File: src/rtl/param_fifo.sv
// Parametrised single-clock FIFO with occupancy count, almost-full/empty thresholds and sticky error flags.
// Define PARAM_FIFO_FWFT_EN for a first-word-fall-through read port; otherwise dout is registered on pop.
module param_fifo #(
  parameter int DATA_W     = 8,
  parameter int DEPTH      = 16,
  parameter int AFULL_THR  = DEPTH - 2,
  parameter int AEMPTY_THR = 2
) (
  input  logic                    clk,
  input  logic                    rst_n,
  input  logic                    wr,
  input  logic [DATA_W-1:0]       din,
  input  logic                    rd,
  input  logic                    clr_err,
  output logic [DATA_W-1:0]       dout,
  output logic                    full,
  output logic                    empty,
  output logic                    almost_full,
  output logic                    almost_empty,
  output logic [$clog2(DEPTH):0]  count,
  output logic                    overflow,
  output logic                    underflow
);

  localparam int AW = $clog2(DEPTH);
  localparam int CW = AW + 1;
  localparam logic [CW-1:0] DEPTH_C = CW'(DEPTH);
  localparam logic [CW-1:0] AFULL_C = CW'(AFULL_THR);
  localparam logic [CW-1:0] AEMPTY_C = CW'(AEMPTY_THR);

  logic [DATA_W-1:0] mem [DEPTH];
  logic [AW-1:0]     wptr;
  logic [AW-1:0]     rptr;
  logic              wr_ok;
  logic              rd_ok;

  // Flags are pure decodes of the occupancy count.
  assign full         = (count == DEPTH_C);
  assign empty        = (count == '0);
  assign almost_full  = (count >= AFULL_C);
  assign almost_empty = (count <= AEMPTY_C);

  // A full FIFO still takes a write when the head is popped in the same cycle.
  assign wr_ok = wr & (~full | rd);
  assign rd_ok = rd & ~empty;

  always_ff @(posedge clk) begin
    if (wr_ok) mem[wptr] <= din;
  end

  always_ff @(posedge clk or negedge rst_n) begin
    if (!rst_n) begin
      wptr  <= '0;
      rptr  <= '0;
      count <= '0;
    end else begin
      if (wr_ok) wptr <= wptr + AW'(1);
      if (rd_ok) rptr <= rptr + AW'(1);
      case ({wr_ok, rd_ok})
        2'b10:   count <= count + CW'(1);
        2'b01:   count <= count - CW'(1);
        default: count <= count;
      endcase
    end
  end

  // Sticky errors: a new error event in the clearing cycle keeps the flag set.
  always_ff @(posedge clk or negedge rst_n) begin
    if (!rst_n) begin
      overflow  <= 1'b0;
      underflow <= 1'b0;
    end else begin
      if (wr & ~wr_ok)  overflow <= 1'b1;
      else if (clr_err) overflow <= 1'b0;
      if (rd & ~rd_ok)   underflow <= 1'b1;
      else if (clr_err)  underflow <= 1'b0;
    end
  end

`ifdef PARAM_FIFO_FWFT_EN
  assign dout = empty ? '0 : mem[rptr];
`else
  always_ff @(posedge clk or negedge rst_n) begin
    if (!rst_n)     dout <= '0;
    else if (rd_ok) dout <= mem[rptr];
  end
`endif

endmodule
File: config.mk
export PLATFORM = sky130hd
export DESIGN_NAME = param_fifo
export DESIGN_NICKNAME = d
export VERILOG_FILES = /design/src/rtl/param_fifo.sv
export SDC_FILE = /design/constraint.sdc
export NUM_CORES = 1
export LEC_CHECK = 0
export ABC_CLOCK_PERIOD_IN_PS = 8500
export BUFFER_PORTS_ARGS = -buffer_cell sky130_fd_sc_hd__buf_2
export CAP_MARGIN = 20
export CORE_AREA = 10 10 103 124
export DETAILED_ROUTE_END_ITERATION = 7
export DIE_AREA = 0 0 113 134
export PLACE_DENSITY = 0.81
export SLEW_MARGIN = 25
export SYNTH_ARGS = -nofsm -noshare
export SYNTH_HDL_FRONTEND = slang
export SYNTH_SLANG_ARGS = --single-unit
File: constraint.sdc
create_clock -name clk -period 8.5 [get_ports clk]
set_input_delay 0.85 -clock clk [delete_from_list [all_inputs] [get_ports clk]]
set_output_delay 0.85 -clock clk [all_outputs]
set_load 0.05 [all_outputs]
After elaboration in Yosys (flattened, before gate mapping) --
Memories as Yosys holds them, arrays and structs flattened. A register that Yosys moved wholly into a read port is not among the register bits. Cells that the tools add are included.
Storage, ports and cells: bits of input ports 13, memory bits (read-only) 0, memory bits (writable) 128, latch bits 0, bits in registers 15, memories 1, output and inout port bits 19
Cells by class: multipliers 0, div/mod/pow operators 0, equality and inequality tests 3, $lt $le $gt $ge 2, add/sub/neg operators 4, muxes and demuxes 6, reductions and logical operators 5, bitwise logic cells 9, shift-type cells 0
Memories:
- mem | depth 16, bits a word 8, rd ports 1, clocked after memory_dff 1, write ports 1, line 31 | logic [DATA_W-1:0] mem [DEPTH];
Operators by type and width (number):
- 5-bit case mux with 2 select lines | 1
- 4-bit by 1-bit adder with 4-bit output, second input constant | 2
- 2-bit nonzero test | 3
- 5-bit by 1-bit adder with 5-bit output, second input constant | 1
- 5-bit equality test, second input constant | 1
- 5-bit by 4-bit greater-or-equal comparator with 1-bit output, second input constant | 1
- 5-bit by 2-bit <= comparator with 1-bit output, second input constant | 1
- 5-bit zero test | 1
- 1-bit 2-to-1 mux | 5
- 5-bit by 1-bit subtractor with 5-bit output, second input constant | 1
- 1-bit bitwise AND | 4
- 1-bit NOT | 4
- 2-bit by 1-bit equality test with 1-bit output, second input constant | 1
- 2-bit equality test, second input constant | 1
- 1-bit zero test | 1
- 1-bit OR | 1

Depth between registers and ports, before layout --
word-level depth 7, gate-level depth with buffers 10, gate-level depth less buffers 9

Worst setup path before layout --
No wires, ideal clock.
path type reg2out, from register count[0], to output almost_empty, slack 4.459 ns, data required time 7.650 ns, cell stages (with the launch flop) 2, arrival time 3.191 ns, cells stage by stage dfrtp_1 > a2111oi_0
On the way: cells in the longest elaborated chain, start to end 1
Ends and longest elaborated chain:
- from (decl) | line 20 | output logic [$clog2(DEPTH):0] count,
- from (signal assigned) | line 60 | 2'b10: count <= count + CW'(1);
- from (signal assigned) | line 61 | 2'b01: count <= count - CW'(1);
- from (signal assigned) | line 62 | default: count <= count;
- 5-bit by 2-bit <= comparator with 1-bit output | line 41 | assign almost_empty = (count <= AEMPTY_C);
- to (decl) | line 19 | output logic almost_empty,
Every way passes these cells.

Worst setup path in the final report --
from register count[1], to register count[4]
On the way: elaborated cells between the ends (all ways) 13
RTL lines:
- 5-bit zero test (*) | line 39 | assign empty = (count == '0);
- 1-bit NOT (*) | line 45 | assign rd_ok = rd & ~empty;
- 1-bit bitwise AND (*) | line 45
- via rd_ok | line 35 | logic rd_ok;
- 2-bit by 1-bit equality test with 1-bit output / 2-bit equality test (equally long branches) | line 59 | case ({wr_ok, rd_ok})
- 5-bit case mux with 2 select lines / 2-bit nonzero test (equally long branches)
Mark *: on every way through the listed nets, which the timed path passes. The rest lies on a longest branch. A chain may end at the register's enable or synchronous reset.

==> impl_metrics.ini <==
[worst_setup_path]
crit_path_cell_trace = or4_4 > o21ai_2 > inv_1 > ha_1 > fa_1 > a21o_1 > a21oi_1 > mux2i_1 > xnor2_1
crit_slowest_cell = or4_4
critPathTopFamily = compound AO/OA/AOI/OAI gates
critical_path_arrival_ps = 3680
path_max_fanout = 12
crit_path_max_incr_delay_ps = 580
cp-end-kind = register
cp-start-kind = register
crit_buf_inv = 1
path_class = register to register
cp.required_ps = 8840

[clocking]
htree_levels = 4
post-cts-setup-buffer-count = 0
cts_sinks = 151
postCtsHoldBufs = 0
clockBufferDepth = 2
cts_root_buffer = clkbuf_16
clkTransAtPathRegs_ps = 60
post_cts_resized = 0
cts_inserted_buffers = 17
cts_tree = yes
clkLatencyLatePin_ps = 410

[drt]
drc = 0
wl_met2_mm = 6.28
met1_length_mm = 4.40
highest_layer = met4
first_pass_iters = 4
wirelength_mm = 11.7
drtIter0Drc = 250
post_drt_wl_per_cell_um = 23.6
drtAntennaViolNets = 0
viasPerCell = 6.11
vias = 3045
dr_wl_met3_um = 874

[yosys]
synth_cell_types = 38
synth-main-ff-cell = edfxtp_1
ys_warn_count = 0
ys_seq_area_frac = 0.729
netlist_area_um2 = 6060
synth-seq-cells = 151
async_flop_share = 0.152
syn_nets = 339
postSynthAreaPerCell_um2 = 19.2
synth_edf_count = 128
postSynthCellCount = 316

[timing]
fin_worst_skew_ps = 8.07
fmax_ghz = 0.299
hold_violations = 0
max_slew_margin = 0.250
slew_violations = 0
setup_viol = 0
tightest_slew_ps = 1120
min_period_ps = 3340
tns_ps = 0
timing.final.crit_share = 0.393
fin_ws_ps = 5160
rsz0062_at_grt = false

[global_route]
grt_pass1_wl_mm = 18.5
gr-total-overflow = 0
antenna_found_initial = 0
grt_max_degree = 35
grtUsageTotal = 0.163
grt_pass1_vias = 3174

[power]
swShare = 0.338
p_switching_uw = 848
cellPowerDensity_nw_per_um2 = 363
combPwrFrac = 0.315
p_leak_uw = 0.00247
p_clk_frac = 0.287
seqPwrFrac = 0.398
irDropWorstVdd_mv = 0.249
power.total_uw = 2510
internal-power_uw = 1660

[cells_and_area]
multiInputGateArea_um2 = 1530
synthToLayoutAreaGrowth_pct = 14.0
fillers = 642
antenna_cells = 0
mostFrequentLayoutCells = 128 x edfxtp_1, 32 x mux4_2, 31 x buf_2
final_cells = 498
layout-drive-gt1-share = 0.293
nets = 379
ff_latch_area_um2 = 4420
layout_commonest_cell = edfxtp_1

[min_path]
hold_class = primary input to asynchronous set/reset pin

[flow_run]
drv_cap = 0

[floorplanning]
core-area_um2 = 10300
fp.dieH_um = 134
die_w_um = 113
rows = 41
dieArea_um2 = 15100
initial_core_util = 0.588
pin_count = 32

[outcome]
status = completed

[place]
dp_slack_ps = 5210
dp_hpwl_mm = 7.31
placedCellCount = 466
portBuffers = 31
gp_congestion = 0.836
-- worst paths after layout --
kind / slack, ps / endpoint / cells after the start / from
max: 5160 / count[4] / 9 / count[1]
min: 410 / count[0] / 1 / rst_n
min reg2reg: 490 / overflow / 1 / overflow
min in group clk: 490 / overflow / 1 / overflow
max in group asynchronous: 7730 / wptr[3] / 1 / rst_n
max reg2reg: 5160 / count[4] / 9 / count[1]
-- synth_stat cells (all sizes together) (2+ instances only) --
cell type / n / area share
o221ai: 7 / 0.010
mux2: 2 / 0.0037
o21ai: 5 / 0.0047
mux4: 32 / 0.12
nor3: 4 / 0.0033
nand4: 2 / 0.0031
xnor2: 9 / 0.013
mux2i: 17 / 0.028
buf: 11 / 0.012
inv: 8 / 0.0050
a21o: 2 / 0.0025
nor2: 14 / 0.0087
nand2b: 3 / 0.0035
clkbuf: 5 / 0.0033
ha: 9 / 0.019
a21oi: 2 / 0.0017
nand2: 23 / 0.016
dfrtp: 23 / 0.095
edfxtp: 128 / 0.63
-- power by group through the flow --
stage,Combinational [µW],Clock (µW),Sequential (µW)
after global placement,776,0,1000
after CTS,804,728,1000
after floorplan,517,0,1090
after detailed placement,791,0,1010
final,791,720,999
after global routing,850,765,1010
-- kinds of logic (layout without fill, tap and decap cells) --
group                    Yosys count  after routing  share of synthesized area
AND/OR/NAND/NOR                   50             50                     0.0392
adder cells (fa/ha/maj)           10             10                     0.0219
AO/OA/AOI/OAI                     20             20                     0.0250
multiplexers                      51             51                      0.151
XOR/XNOR                          10             10                     0.0144
buffers and inverters             24             77                     0.0202
flip-flops                       151            151                      0.729
-- area by class of cell --
| class | count | share of cell area |
|---|---|---|
| flip-flops and latches | 151 | 0.639 |
| multi-input cells | 141 | 0.221 |
| clock buffers | 18 | 0.0620 |
| repair buffers | 37 | 0.0289 |
| well taps | 129 | 0.0233 |
| clock inverters | 14 | 0.0215 |
| inverters | 8 | 0.00434 |
-- registers in the layout, indices dropped and copies added, names as in the netlist --
signal / count
dout: 8
rptr: 4
mem: 128
underflow: 1
count: 5
overflow: 1
wptr: 4
-- metal layers --
metal | track usage | up-vias
li1 | - | 1332
met1 | 0.195 | 1590
met2 | 0.269 | 104
met3 | 0.0540 | 19
met4 | 0.0565 | 0
met5 | 0 | -
-- through the flow --
| step | cell area [µm²] | utilization | hold WS [ps] |
|---|---|---|---|
| after detailed placement | 6340 | 0.615 | 483 |
| after global routing | 6920 | 0.671 | 437 |
| after CTS | 6920 | 0.671 | 419 |
| final | 6920 | 0.671 | 409 |
| after floorplan | 6060 | - | 549 |
| after global placement | 6340 | 0.615 | 469 |
(Power assumes the default switching activity.)
